===== src/rtl/btb_update_queue.sv =====
// Buffers resolved-branch outcomes as BTB updates (next 2-bit counter state) and
// drains them through the BTB's single write port one entry per granted cycle.
module btb_update_queue #(
    parameter int DEPTH = 4
) (
    input  logic                       clk,
    input  logic                       rst_l,
    input  logic                       clear,
    input  logic                       in_valid,
    output logic                       in_ready,
    input  logic [29:0]                in_pc,
    input  logic [29:0]                in_target,
    input  logic                       in_taken,
    input  logic                       in_hit,
    input  logic [1:0]                 in_state,
    input  logic                       wr_grant,
    output logic                       we,
    output logic [29:0]                write_addr,
    output logic [29:0]                write_pc,
    output logic [1:0]                 write_state,
    output logic [$clog2(DEPTH+1)-1:0] count,
    output logic                       full,
    output logic                       empty
);
    localparam int PW = $clog2(DEPTH);
    localparam int CW = $clog2(DEPTH+1);

    logic [29:0]   pc_q  [DEPTH];
    logic [29:0]   tgt_q [DEPTH];
    logic [1:0]    st_q  [DEPTH];
    logic [PW-1:0] head, tail, yng;
    logic          accept, enq, merge, push, pop;
    logic [1:0]    new_state, base_state;
    logic          dir;

    function automatic logic [1:0] sat(input logic [1:0] s, input logic up);
        if (up) return (s == 2'b11) ? 2'b11 : s + 2'b01;
        else    return (s == 2'b00) ? 2'b00 : s - 2'b01;
    endfunction

    // Input handshake: an outcome transfers when in_valid && in_ready at the
    // posedge; in_ready depends only on occupancy, never on in_valid.
    assign full     = (count == CW'(DEPTH));
    assign empty    = (count == '0);
    assign in_ready = !full;

    assign we          = !empty && wr_grant;
    assign write_addr  = pc_q[head];
    assign write_pc    = tgt_q[head];
    assign write_state = st_q[head];

    assign yng    = tail - PW'(1);
    assign accept = in_valid && in_ready && !clear;
    assign enq    = accept && (in_hit || in_taken);
    // The youngest entry absorbs a repeat of the same pc unless it is leaving now.
    assign merge  = enq && !empty && (pc_q[yng] == in_pc) && !((count == CW'(1)) && we);
    assign push   = enq && !merge;
    assign pop    = we;

    always_comb begin
        base_state = in_state;
        dir        = in_taken;
        new_state  = 2'b10;
        if (merge) begin
            // in_state was read at fetch and is stale once an update is queued.
            base_state = st_q[yng];
            dir        = in_hit ? in_taken : 1'b1;
            new_state  = sat(base_state, dir);
        end else if (in_hit) begin
            new_state  = sat(base_state, dir);
        end
    end

    always_ff @(posedge clk or negedge rst_l) begin
        if (!rst_l) begin
            head  <= '0;
            tail  <= '0;
            count <= '0;
            for (int i = 0; i < DEPTH; i++) begin
                pc_q[i]  <= '0;
                tgt_q[i] <= '0;
                st_q[i]  <= '0;
            end
        end else if (clear) begin
            head  <= '0;
            tail  <= '0;
            count <= '0;
        end else begin
            if (merge) begin
                tgt_q[yng] <= in_target;
                st_q[yng]  <= new_state;
            end
            if (push) begin
                pc_q[tail]  <= in_pc;
                tgt_q[tail] <= in_target;
                st_q[tail]  <= new_state;
                tail        <= tail + PW'(1);
            end
            if (pop)
                head <= head + PW'(1);
            case ({push, pop})
                2'b10:   count <= count + CW'(1);
                2'b01:   count <= count - CW'(1);
                default: count <= count;
            endcase
        end
    end
endmodule

===== config.mk =====
export PLATFORM = sky130hd
export DESIGN_NAME = btb_update_queue
export DESIGN_NICKNAME = d
export VERILOG_FILES = /design/src/rtl/btb_update_queue.sv
export SDC_FILE = /design/constraint.sdc
export NUM_CORES = 1
export LEC_CHECK = 0
export BUFFER_PORTS_ARGS = -buffer_cell sky130_fd_sc_hd__buf_2
export CAP_MARGIN = 25
export CORE_ASPECT_RATIO = 1.4
export CORE_UTILIZATION = 45
export DETAILED_ROUTE_END_ITERATION = 7
export PLACE_DENSITY_LB_ADDON = 0.15
export SLEW_MARGIN = 20
export SYNTH_ARGS = -nofsm -noshare
export SYNTH_HDL_FRONTEND = slang
export SYNTH_SLANG_ARGS = --single-unit

===== constraint.sdc =====
create_clock -name clk -period 4.1 [get_ports clk]
set_clock_uncertainty 0.05 [all_clocks]
set_input_delay 0 -clock clk [delete_from_list [all_inputs] [get_ports clk]]
set_output_delay 0 -clock clk [all_outputs]
set_load 0.03 [all_outputs]

==> flow_summary_export.csv <==
group,metric,value,unit
run_status,outcome,"complete, no violations",
setup_path,required,4.47,ns
sta,relSlewSlack,0.367,
placement,io_buffers,137,
floorplan,die_area,29500,um^2
routing,dr.pass1.iters,4,
cts,cts_tree,"yes",
setup_path,end_kind,"flip-flop",
finish,seqCellArea,6390,um^2
hold_path,worstHoldPathType,"in2reg",
logic_synthesis,netlist_instances,805,
finish,final_core_util,0.561,
logic_synthesis,syn_avg_cell_area,16.1,um^2
sta,min_period_over_period,0.908,
sta,layout_setup_ws,0.375,ns
sta,max_freq,0.268,GHz
sta,setup_viol,0,
finish,layout.nets,1094,
routing,drc,0,
placement,pre_cts_ws,0.386,ns
cts,cts_buffers,28,
routing,ant_nets,0,
grt,grt_pass1_vias,8492,
setup_path,arrival,4.09,ns
setup_path,startpoint_type,"flip-flop",
power,p_leak,7.21,nW
routing,dr_total_vias,7730,
sta,hold-worst-slack,0.0489,ns
routing,routed_wl,30100,um
sta,final.setup.tns,0,ns
cts,cts_buffer_depth,3,
finish,layout-area-overhead-vs-synth,22.6,%
routing,post_drt_wl_per_cell,21.3,um
floorplan,dieWidth,145,um
setup_path,cpPeakStageDelay,0.39,ns
placement,gp_congestion,0.821,
finish,multiInputGateArea,6220,um^2
finish,layout_common_cells,"dfrtp_1, buf_2, mux2_2, mux2_4, mux4_2",
logic_synthesis,yosysUniqueCellTypes,43,
power,total_power,11.4,mW
setup_path,critPathMostFrequentCell,"buf_12",
logic_synthesis,yosysTopAreaCellShare,0.493,
sta,period_minus_slack,3.72,ns
logic_synthesis,synth_top_cells_by_area,"dfrtp_1, mux4_2, mux2_4, mux2_2, mux2_1",
cts,clkLatencyLatePin,0.54,ns
placement,hpwl,19300,um
cts,cts.sinks,255,
logic_synthesis,yosys.area.top_type,"dfrtp_1",
finish,final_common_cell,"dfrtp_1",
logic_synthesis,async_reset_ff_frac,1.00,
setup_path,cp_slowest_cell,"dfrtp_1",
logic_synthesis,syn_nets,882,
logic_synthesis,ys_seq_elements,255,
setup_path,worstPathMaxFanout,29,
cts,cts-root-buf,"clkbuf_16",
sta,hold_viol,0,
finish,fillers,2316,
power,p_per_area,716,nW/um^2
logic_synthesis,syn_area,13000,um^2
grt,grt_max_degree,124,
routing,viasPerCell,5.48,
cts,ctsResizeCount,0,
power,vdd_drop_max,0.000491,V
sta,worst_pin_slew,0.949,ns
grt,overflow,0,
logic_synthesis,yosysSeqAreaShare,0.493,
setup_path,critPathKind,"reg2reg",
logic_synthesis,synth_edf_count,0,
floorplan,io_pins,138,
sta,grt_setup_unrepaired,"no",
logic_synthesis,synth_flop_cell,"dfrtp_1",
cts,htree_levels,1,
floorplan,start_util,0.458,
grt,grt_pass1_wl,49000,um
floorplan,core_area,28300,um^2
finish,diodes,0,
logic_synthesis,ys_warn_count,0,
flow_run,maxCapViolCount,0,
grt,antenna_found_initial,0,
finish,drive_gt1_frac,0.501,
setup_path,crit_chain,"inv_1, ha_2, buf_12, mux2i_1, a2bb2oi_1, o221ai_1, nor4_1, o2111ai_1, nor4b_2, buf_4, nand3b_1, nand2_1, buf_12, mux2_1",
cts,clk_pin_slew,0.06,ns
routing,drt_iter0_markers,345,
floorplan,die_h,203,um
sta,finalMaxSlewViolations,0,
floorplan,num_rows,73,
grt,grt_usage,0.213,
[timing repair]
item | CTS | global route
setup endpoints to repair | 0 | 0
hold buffers | 64 | 0
hold endpoints to repair | 369 | 0
buffers inserted | 0 | 0
[per-layer routing]
layer,GRT usage,up-vias,share of wire
met4,0.0654,0,0.025
met2,0.382,173,0.52
met3,0.0297,45,0.039
met1,0.265,4071,0.41
li1,-,3441,-
met5,0,-,0
[registers in the layout (all words and copies together), names as in the netlist]
| register | count |
|---|---|
| pc_q | 120 |
| tgt_q | 120 |
| count | 3 |
| tail | 2 |
| head | 2 |
| st_q | 8 |
[critical path, delay by kind of cell (launching register included)]
kind	cells	cell delay (ns)
buf+inv	4	0.73
simple gates	4	0.94
mux	2	0.59
flops	1	0.39
compound gates	3	0.49
fa+ha+maj	1	0.38
[final cells by class]
class,instances,share of cell area
inverters,10,0.00236
clock buffers,37,0.0526
well taps,375,0.0295
flip-flops and latches,255,0.402
multi-input cells,490,0.392
repair buffers,232,0.113
clock inverters,12,0.00866
[stage by stage]
| stage | area, um^2 | instances |
|---|---|---|
| detailed placement | 14300 | 1297 |
| floorplan | 13000 | 805 |
| global placement | 14300 | 1297 |
| finish | 15900 | 1411 |
| CTS | 15900 | 1410 |
| global route | 15900 | 1411 |
[synthesized netlist by cell type, types with 2 or more instances]
master / n
nand3b_1: 2
clkinv_1: 2
mux2_2: 118
clkbuf_1: 9
mux4_2: 82
buf_6: 12
nand2_1: 25
mux2_4: 90
buf_4: 7
o221ai_1: 2
o22ai_1: 2
buf_2: 16
dfrtp_1: 255
nor3_1: 2
nand2_4: 3
xor2_1: 10
mux2i_1: 31
ha_1: 8
nand4_1: 3
a21oi_1: 4
mux2_1: 39
nor2_1: 9
nand2b_1: 2
a2bb2oi_1: 4
inv_1: 8
xnor2_1: 21
buf_1: 6
nand3b_4: 3
o21ai_0: 11
nor4_1: 5
nor2b_1: 2
[path summary, 6_finish.rpt]
kind / startpoint / end / slack [ns] / cells past startpoint
worst max-delay path: tail[1] / tgt_q[9] / 0.38 / 14
worst min-delay path: in_state[1] / st_q[5] / 0.05 / 5
worst max register to register: tail[1] / tgt_q[9] / 0.38 / 14
worst min register to register: tgt_q[8] / tgt_q[8] / 0.43 / 1
max in group asynchronous: rst_l / count[2] / 2.78 / 3
min in group asynchronous: rst_l / tgt_q[97] / 0.11 / 2
[kinds of logic (layout without fill, tap and decap cells)]
logic type / after synthesis / after routing / synth area share
multiplexers: 360 / 360 / 0.407
AND/OR/NAND/NOR: 61 / 61 / 0.0281
flip-flops: 255 / 255 / 0.493
XOR/XNOR: 31 / 31 / 0.0210
buffers and inverters: 60 / 291 / 0.0279
AO/OA/AOI/OAI: 29 / 29 / 0.0148
adder cells (fa/ha/maj): 9 / 9 / 0.00850
[where the power goes]
part	leakage (nW)	switching (mW)	internal [mW]	total [mW]
Clock	0.489	1.03	1.61	2.64
Combinational	3.46	2.37	2.33	4.70
Sequential	3.27	0.637	3.39	4.03
Total	7.21	4.04	7.33	11.4
No activity file was read; power rests on OpenSTA's default activity.
